$ cat config.mk
export PLATFORM = sky130hd
export DESIGN_NAME = npu_write_back
export DESIGN_NICKNAME = d
export VERILOG_FILES = /design/src/rtl/npu_write_back.sv
export SDC_FILE = /design/constraint.sdc
export NUM_CORES = 1
export LEC_CHECK = 0
export BUFFER_PORTS_ARGS = -buffer_cell sky130_fd_sc_hd__buf_2
export CELL_PAD_IN_SITES_DETAIL_PLACEMENT = 0
export CELL_PAD_IN_SITES_GLOBAL_PLACEMENT = 2
export CORE_MARGIN = 3
export CORE_UTILIZATION = 30
export CTS_CLUSTER_DIAMETER = 50
export DETAILED_ROUTE_END_ITERATION = 10
export GPL_ROUTABILITY_DRIVEN = 1
export PLACE_DENSITY_LB_ADDON = 0.3
export RECOVER_POWER = 100
export SYNTH_ARGS = -nofsm -noshare
export SYNTH_HDL_FRONTEND = slang
export SYNTH_SLANG_ARGS = --single-unit
export TNS_END_PERCENT = 30
$ cat constraint.sdc
create_clock -name clk -period 3.5 [get_ports clk]
set_clock_uncertainty 0.1 [all_clocks]
set_input_delay 0.35 -clock clk [delete_from_list [all_inputs] [get_ports clk]]
set_output_delay 0.35 -clock clk [all_outputs]
set_load 0.02 [all_outputs]
$ cat src/rtl/npu_write_back.sv
// rtl/npu_write_back.sv - NPU result write-back engine: 128-bit vectors to four byte-wide RAM banks
//
// Purpose:
//   Takes 16-byte result vectors (u0..u15) over a valid/ready handshake. Each vector goes out
//   as 4 write beats, one byte per bank per beat. The address advances by one every beat.
//   Runs are framed by start_write_back / stop_write_back pulses from the layer read path.
//
// Ports:
//   clk, reset            rising-edge clock, synchronous active-high reset
//   start_write_back      pulse: latch cfg_base_addr / cfg_ram_num, begin a run (IDLE only)
//   stop_write_back       pulse: finish the current vector, then pulse done
//   cfg_base_addr         first bank address of the run
//   cfg_ram_num           destination RAM group for the run
//   in_valid/in_ready     vector handshake; in_data byte k = u<k>
//   wr_en                 bank write strobe (all four banks)
//   wr_ram_num            RAM group latched at start
//   ram_store_addr        write address shared by all banks
//   wr_data               bank j byte = wr_data[8j+7:8j]
//   busy                  high in any state but IDLE
//   done                  one-cycle pulse at end of run
//   vec_count             vectors accepted this run (wraps)
//   overflow              sticky: address wrapped this run
module npu_write_back #(
   parameter int ADDR_W = 14,
   parameter int CNT_W  = 12
) (
   input  logic              clk,
   input  logic              reset,
   input  logic              start_write_back,
   input  logic              stop_write_back,
   input  logic [ADDR_W-1:0] cfg_base_addr,
   input  logic [1:0]        cfg_ram_num,
   input  logic              in_valid,
   output logic              in_ready,
   input  logic [127:0]      in_data,
   output logic              wr_en,
   output logic [1:0]        wr_ram_num,
   output logic [ADDR_W-1:0] ram_store_addr,
   output logic [31:0]       wr_data,
   output logic              busy,
   output logic              done,
   output logic [CNT_W-1:0]  vec_count,
   output logic              overflow
);

   typedef enum logic [1:0] {S_IDLE, S_ARMED, S_WRITE, S_DONE} state_t;

   state_t            state, state_nx;
   logic [1:0]        beat, beat_nx;
   logic              stop_pending, stop_pending_nx;
   logic [127:0]      vec_buf;
   logic [ADDR_W-1:0] addr;
   logic              accept;

   // Registered next-cycle values of the outputs.
   logic              wr_en_d, in_ready_d, busy_d, done_d;
   logic [31:0]       wr_data_d;

   assign accept = in_valid && in_ready;

   // State register
   always_ff @(posedge clk) begin
      if (reset) begin
         state        <= S_IDLE;
         beat         <= 2'd0;
         stop_pending <= 1'b0;
      end else begin
         state        <= state_nx;
         beat         <= beat_nx;
         stop_pending <= stop_pending_nx;
      end
   end

   // Next-state logic
   always_comb begin
      state_nx        = state;
      beat_nx         = beat;
      stop_pending_nx = stop_pending;
      case (state)
         S_IDLE: begin
            if (start_write_back) begin
               state_nx        = S_ARMED;
               stop_pending_nx = 1'b0;
            end
         end
         S_ARMED: begin
            if (accept) begin
               state_nx        = S_WRITE;
               beat_nx         = 2'd0;
               stop_pending_nx = stop_write_back;
            end else if (stop_write_back) begin
               state_nx = S_DONE;
            end
         end
         S_WRITE: begin
            if (stop_write_back)
               stop_pending_nx = 1'b1;
            if (beat != 2'd3) begin
               beat_nx = beat + 2'd1;
            end else if (accept) begin
               // Back-to-back vector: straight into beat 0, no strobe gap.
               beat_nx = 2'd0;
            end else if (stop_pending || stop_write_back) begin
               state_nx = S_DONE;
            end else begin
               state_nx = S_ARMED;
            end
         end
         S_DONE: begin
            state_nx        = S_IDLE;
            stop_pending_nx = 1'b0;
         end
         default: state_nx = S_IDLE;
      endcase
   end

   // Output logic, evaluated for the next state so every output comes straight from a flop.
   always_comb begin
      wr_en_d    = (state_nx == S_WRITE);
      busy_d     = (state_nx != S_IDLE);
      done_d     = (state_nx == S_DONE);
      in_ready_d = (state_nx == S_ARMED) ||
                   ((state_nx == S_WRITE) && (beat_nx == 2'd3) && !stop_pending_nx);
      wr_data_d  = wr_data;
      if (wr_en_d) begin
         case (beat_nx)
            // Beat 0 is only ever entered on an accept edge, so the bytes come from the bus.
            2'd0:    wr_data_d = in_data[31:0];
            2'd1:    wr_data_d = vec_buf[63:32];
            2'd2:    wr_data_d = vec_buf[95:64];
            default: wr_data_d = vec_buf[127:96];
         endcase
      end
   end

   // Output and datapath registers
   always_ff @(posedge clk) begin
      if (reset) begin
         wr_en          <= 1'b0;
         in_ready       <= 1'b0;
         busy           <= 1'b0;
         done           <= 1'b0;
         wr_data        <= '0;
         ram_store_addr <= '0;
         wr_ram_num     <= '0;
         vec_count      <= '0;
         overflow       <= 1'b0;
         addr           <= '0;
         vec_buf        <= '0;
      end else begin
         wr_en    <= wr_en_d;
         in_ready <= in_ready_d;
         busy     <= busy_d;
         done     <= done_d;
         if (state == S_IDLE && start_write_back) begin
            addr       <= cfg_base_addr;
            wr_ram_num <= cfg_ram_num;
            vec_count  <= '0;
            overflow   <= 1'b0;
         end
         if (accept) begin
            vec_buf   <= in_data;
            vec_count <= vec_count + CNT_W'(1);
         end
         if (wr_en_d) begin
            ram_store_addr <= addr;
            wr_data        <= wr_data_d;
            addr           <= addr + ADDR_W'(1);
            if (&addr)
               overflow <= 1'b1;
         end
      end
   end

endmodule

== After elaboration in Yosys (flattened, before gate mapping) ==
Index checks and enable logic that the tools add are counted.

* Add/subtract/negate cells: 3
* Equality and inequality tests: 10
* Muxes and demuxes: 22
* Reductions and logical operators: 13

{| class="wikitable"
|+ Operator list
! operator !! number
|-
| case mux 32 bit (3 select lines) || 1
|-
| two-way mux 14 bit || 2
|-
| two-way mux 12 bit || 2
|-
| two-way mux 2 bit || 8
|-
| adder 14 x 1 -> 14 bit (second input constant) || 1
|-
| AND reduction 14 bit || 1
|-
| adder 12 x 1 -> 12 bit (second input constant) || 1
|-
| equality test 2 bit (second input constant) || 6
|-
| case mux 2 bit (4 select lines) || 1
|-
| equality test 2 x 1 -> 1 bit (second input constant) || 3
|-
| two-way mux 1 bit || 6
|-
| nonzero test 2 bit || 3
|-
| logical AND 1 bit || 4
|-
| zero test 2 bit || 2
|-
| case mux 1 bit (4 select lines) || 1
|-
| case mux 2 bit (2 select lines) || 1
|-
| adder 2 x 1 -> 2 bit (second input constant) || 1
|-
| logical OR 1 bit || 2
|-
| != test 2 bit (second input constant) || 1
|-
| zero test 1 bit || 1
|}

* Bits in registers: 212
* Input port bits: 149
* Output and inout bits: 65
* Logic and storage cells: 62

== Logic depth before layout (Yosys ltp) ==
* Depth in word-level cells: 9
* Mapped depth: 11
* Depth with buffers taken out: 9

== Least setup slack after synthesis ==
OpenSTA, ideal clock, no wires.

* Path kind: register -> register
* From: register state[0]
* To: register wr_data[10]
* Library setup time: 0.117 ns
* Data arrival time: 2.295 ns
* Path slack: 0.988 ns
* Cell stages (with the launch flop): 9
* Clock period less this slack: 2.512 ns
* Cell sequence: dfxtp_1 -> inv_1 -> ha_1 -> a21oi_1 -> o21ai_0 -> a2bb2oi_2 -> buf_2 -> mux4_2 -> a22o_1

* Longest elaborated chain between the ends: 4
* Elaborated cells on any way between the ends: 16
* Those cells by class: eq/ne (6); mux (8); reduce/logical (2)

{| class="wikitable"
|+ Ends and longest elaborated chain
! element !! line !! text
|-
| from (decl) || 48 || <nowiki>state_t state, state_nx;</nowiki>
|-
| from (signal assigned) || 68 || <nowiki>state <= state_nx;</nowiki>
|-
| equality test 2 bit (tied with other cells) || 79 || <nowiki>case (state)</nowiki>
|-
| case mux 2 bit (2 select lines) (tied with other cells) || 79 ||
|-
| equality test 2 bit (tied with other cells) || 126 || <nowiki>case (beat_nx)</nowiki>
|-
| case mux 32 bit (3 select lines) or equality test 2 bit (tied branches) || 126, 119 ||
|-
| to (signal assigned) || 167 || <nowiki>wr_data <= wr_data_d;</nowiki>
|-
| to (decl) || 39 || <nowiki>output logic [31:0] wr_data,</nowiki>
|}

Several ways; a longest one is shown, not always the timed one.
A chain may end at the register's enable or synchronous reset.

== Worst setup path after layout ==
* From: register in_ready
* To: register addr[1]

* Longest elaborated chain between the ends: 6
* Elaborated cells on any way between the ends: 8
* Those cells by class: eq/ne (1); mux (5); reduce/logical (2)

{| class="wikitable"
|+ Ends and longest elaborated chain
! element !! line !! text
|-
| from (decl) || 34 || <nowiki>output logic in_ready,</nowiki>
|-
| from (signal assigned) || 152 || <nowiki>in_ready <= in_ready_d;</nowiki>
|-
| logical AND 1 bit (*) || 59 || <nowiki>assign accept = in_valid && in_ready;</nowiki>
|-
| two-way mux 2 bit || 100 || <nowiki>end else if (accept) begin</nowiki>
|-
| two-way mux 2 bit || 98 || <nowiki>if (beat != 2'd3) begin</nowiki>
|-
| case mux 2 bit (4 select lines) (*) || 79 ||
|-
| equality test 2 bit (*) || 119 || <nowiki>wr_en_d = (state_nx == S_WRITE);</nowiki>
|-
| two-way mux 14 bit or nonzero test 2 bit (tied branches) || - ||
|-
| to (signal assigned) || 156 || <nowiki>addr <= cfg_base_addr;</nowiki>
|-
| to (signal assigned) || 168 || <nowiki>addr <= addr + ADDR_W'(1);</nowiki>
|-
| to (decl) || 52 || <nowiki>logic [ADDR_W-1:0] addr;</nowiki>
|}

Mark *: on every way between the ends. The rest lies on a longest branch, timed or not.

==> run_results.csv <==
group,metric,value,unit
pwr,vdd_drop_max,0.000287,V
sta,fin_crit_sh,81.2,%
layout,seqCellArea,3600,µm²
critical_path,required,3.73,ns
sta,finalHoldViolations,0,
layout,final_cells,1346,
hold_path,hp-class,"in -> reg",
run,maxCapViolCount,0,
sta,setup-tns-final,0,ns
clock_tree,cts_made_buffers,17,
placement,gp_congestion,0.771,
logic_synthesis,synth_edf_count,0,
clock_tree,post_cts_resized,0,
floorplan,die_w,163,µm
clock_tree,clkTransAtPathRegs,0.07,ns
critical_path,worstReg2RegEnd,"addr[1]",
placement,port_buffers,213,
logic_synthesis,synth-seq-cells,180,
logic_synthesis,synth_cell_types,44,
sta,period_needed,2.84,ns
logic_synthesis,syn_avg_cell_area,8.92,µm²
hold_path,min-delay-start,"in_data[82]",
sta,rsz0062_at_grt,"false",
logic_synthesis,syn-cell-area,7380,µm²
global_routing,grt_usage,16.8,%
logic_synthesis,async_flop_share,0,%
layout,layout-drive-gt1-share,22.6,%
floorplan,die_y,163,µm
clock_tree,numClockSinks,180,
logic_synthesis,synth_top_cell_area_share,48.8,%
layout,area_delta_synth_final,25.3,%
floorplan,rows,56,
logic_synthesis,syn-instance-count,828,
floorplan,dieArea,26500,µm²
clock_tree,clk_path_buf_depth,2,
clock_tree,hold_buffers,0,
routing,drtIter0Drc,370,
logic_synthesis,ys_warn_count,0,
logic_synthesis,ys_top_cells_by_area,"dfxtp_1 49%, nand2_1 13%, mux4_2 9.8%, a21oi_1 8.8%, a22o_1 3.8%",
critical_path,end_kind,"register",
pwr,power_leakage,3.51,nW
global_routing,grt_overflow,0,
routing,ant_nets,0,
global_routing,antenna_found_initial,2,
global_routing,grt_max_degree,85,
hold_path,hold_path_depth,3,
routing,drc_errors,0,
sta,fmax,352,MHz
layout,fillCellCount,2534,
logic_synthesis,synth_ff_type,"dfxtp_1",
clock_tree,clk_latency,0.42,ns
critical_path,crit_arrival,3.07,ns
critical_path,worst_setup_path_start_kind,"register",
logic_synthesis,yosysSeqAreaShare,48.8,%
pwr,power_density,715,nW/µm²
critical_path,r2r_cells,7,
floorplan,ioPinCount,214,
hold_path,hold_end,"vec_buf[82]",
routing,via_count,6476,
floorplan,core,23800,µm²
routing,postRouteWirelength,22400,µm
sta,drv_slew,0,
layout,antennaDiodeCount,0,
sta,worstMarginPinSlew,1.34,ns
clock_tree,cts_tree,"built",
placement,hpwl,15300,µm
clock_tree,cts_max_level,4,
critical_path,path_max_fanout,26,
routing,vias_per_cell,4.81,
layout,multi_input_area,3520,µm²
sta,setup_viol,0,
logic_synthesis,syn_nets,984,
critical_path,critical_path_class,"reg -> reg",
clock_tree,cts-root-buf,"clkbuf_16",
critical_path,reg2reg_slack,0.66,ns
run_status,status,"complete, no violations",
layout,finalNetCount,1171,
floorplan,start_util,31.0,%
global_routing,grt_pass1_wl,35300,µm
global_routing,grt_pass1_vias,6503,
routing,first_pass_iters,5,
sta,slew_headroom,10.6,%
critical_path,worstReg2RegStart,"in_ready",
logic_synthesis,synth_top_area_cell,"dfxtp_1",
routing,avgRoutedWirePerCell,16.6,µm
clock_tree,cts_setup_buffers,0,
placement,dpl.cell_count,1315,
## worst max-delay path, stage by stage, from the launching register on
cell	delay [ns]
dfxtp_1	0.34
nand2_1	0.71
a31oi_1	0.23
a21o_1	0.29
nand2_1	0.22
clkbuf_1	0.54
nor2_1	0.09
a311oi_1	0.25
## worst max-delay path by stage
stage	from	end	slack, ns
finish	in_ready	addr[1]	0.66
global route	beat[1]	addr[4]	0.35
CTS	beat[0]	wr_data[11]	0.70
detailed placement	beat[0]	wr_data[14]	0.70
global placement	beat[0]	wr_data[13]	0.76
floorplan	state[0]	wr_data[10]	0.99
## through the flow
step	util [%]	hold slack (ns)	instance area [µm²]	setup WS (ns)	power, mW
after global routing	38.8	0.0414	9250	0.348	7.04
after CTS	39.3	0.0330	9360	0.701	6.82
after detailed placement	36.8	0.345	8770	0.704	4.87
after global placement	36.8	0.340	8770	0.760	4.86
final	38.8	0.0537	9250	0.658	6.62
after floorplan	-	0.333	7380	0.988	4.07
## routing by layer
layer,share of wire (%),wire (µm),global-route usage (%)
met4,1.2,258,4.04
met3,5.4,1210,4.45
met1,47,10400,22.7
met2,47,10400,26.9
met5,0.12,27,0
## cells in the mapped netlist (all sizes together) (2+ instances only)
cell / n
nand2: 252
dfxtp: 180
a21oi: 130
clkbuf: 39
a22o: 32
mux4: 32
nor2: 29
buf: 18
o21ai: 16
nand3: 14
and3: 8
inv: 8
a221o: 7
ha: 7
or3: 7
a211o: 6
o32ai: 5
a22oi: 4
or2: 4
nor3: 3
o21a: 3
a211oi: 2
a311oi: 2
a31oi: 2
and2: 2
nand2b: 2
o31a: 2
## cells by family (layout without fill, tap and decap cells)
kind of cell / Yosys count / count (layout) / share of synthesized area, %
muxes: 34 / 34 / 10.1
DFF: 180 / 180 / 48.8
and+or+nand+nor: 325 / 325 / 17.8
adders and majority gates: 7 / 7 / 1.19
AOI/OAI and AO/OA: 217 / 217 / 18.4
buffers and inverters: 65 / 264 / 3.68
## cells in the final DEF, fill, tap and decap left out, drive strengths merged, types with 3 or more instances in the layout
cell type / instances
buf: 158
and3: 8
mux4: 32
a221o: 7
clkbuf: 85
a21oi: 130
a211o: 6
a22o: 32
nor2: 29
nand2: 252
or3: 7
o32ai: 5
ha: 7
o21ai: 16
nor3: 3
inv: 12
a22oi: 4
or2: 4
dfxtp: 180
clkinv: 5
o21a: 3
nand3: 14
## sequential cells by signal, summed over array words and instances (netlist names)
register / flops
vec_buf: 96
wr_data: 32
addr: 14
ram_store_addr: 14
vec_count: 12
beat: 2
state: 2
wr_ram_num: 2
busy: 1
done: 1
in_ready: 1
overflow: 1
stop_pending: 1
wr_en: 1
## report_power, final
group / switching, mW / internal [mW]
clock network: 0.837 / 1.08
logic: 1.28 / 0.735
registers: 0.268 / 2.41
## layout make-up
type	instances	share of cell area, %
Multi-Input combinational cell	583	38.0
Tap cell	319	4.32
Timing Repair Buffer	225	12.0
Clock inverter	13	1.61
Sequential cell	180	39.0
Inverter	8	0.325
Clock buffer	18	4.75
Power figures use the tool's default switching activity.
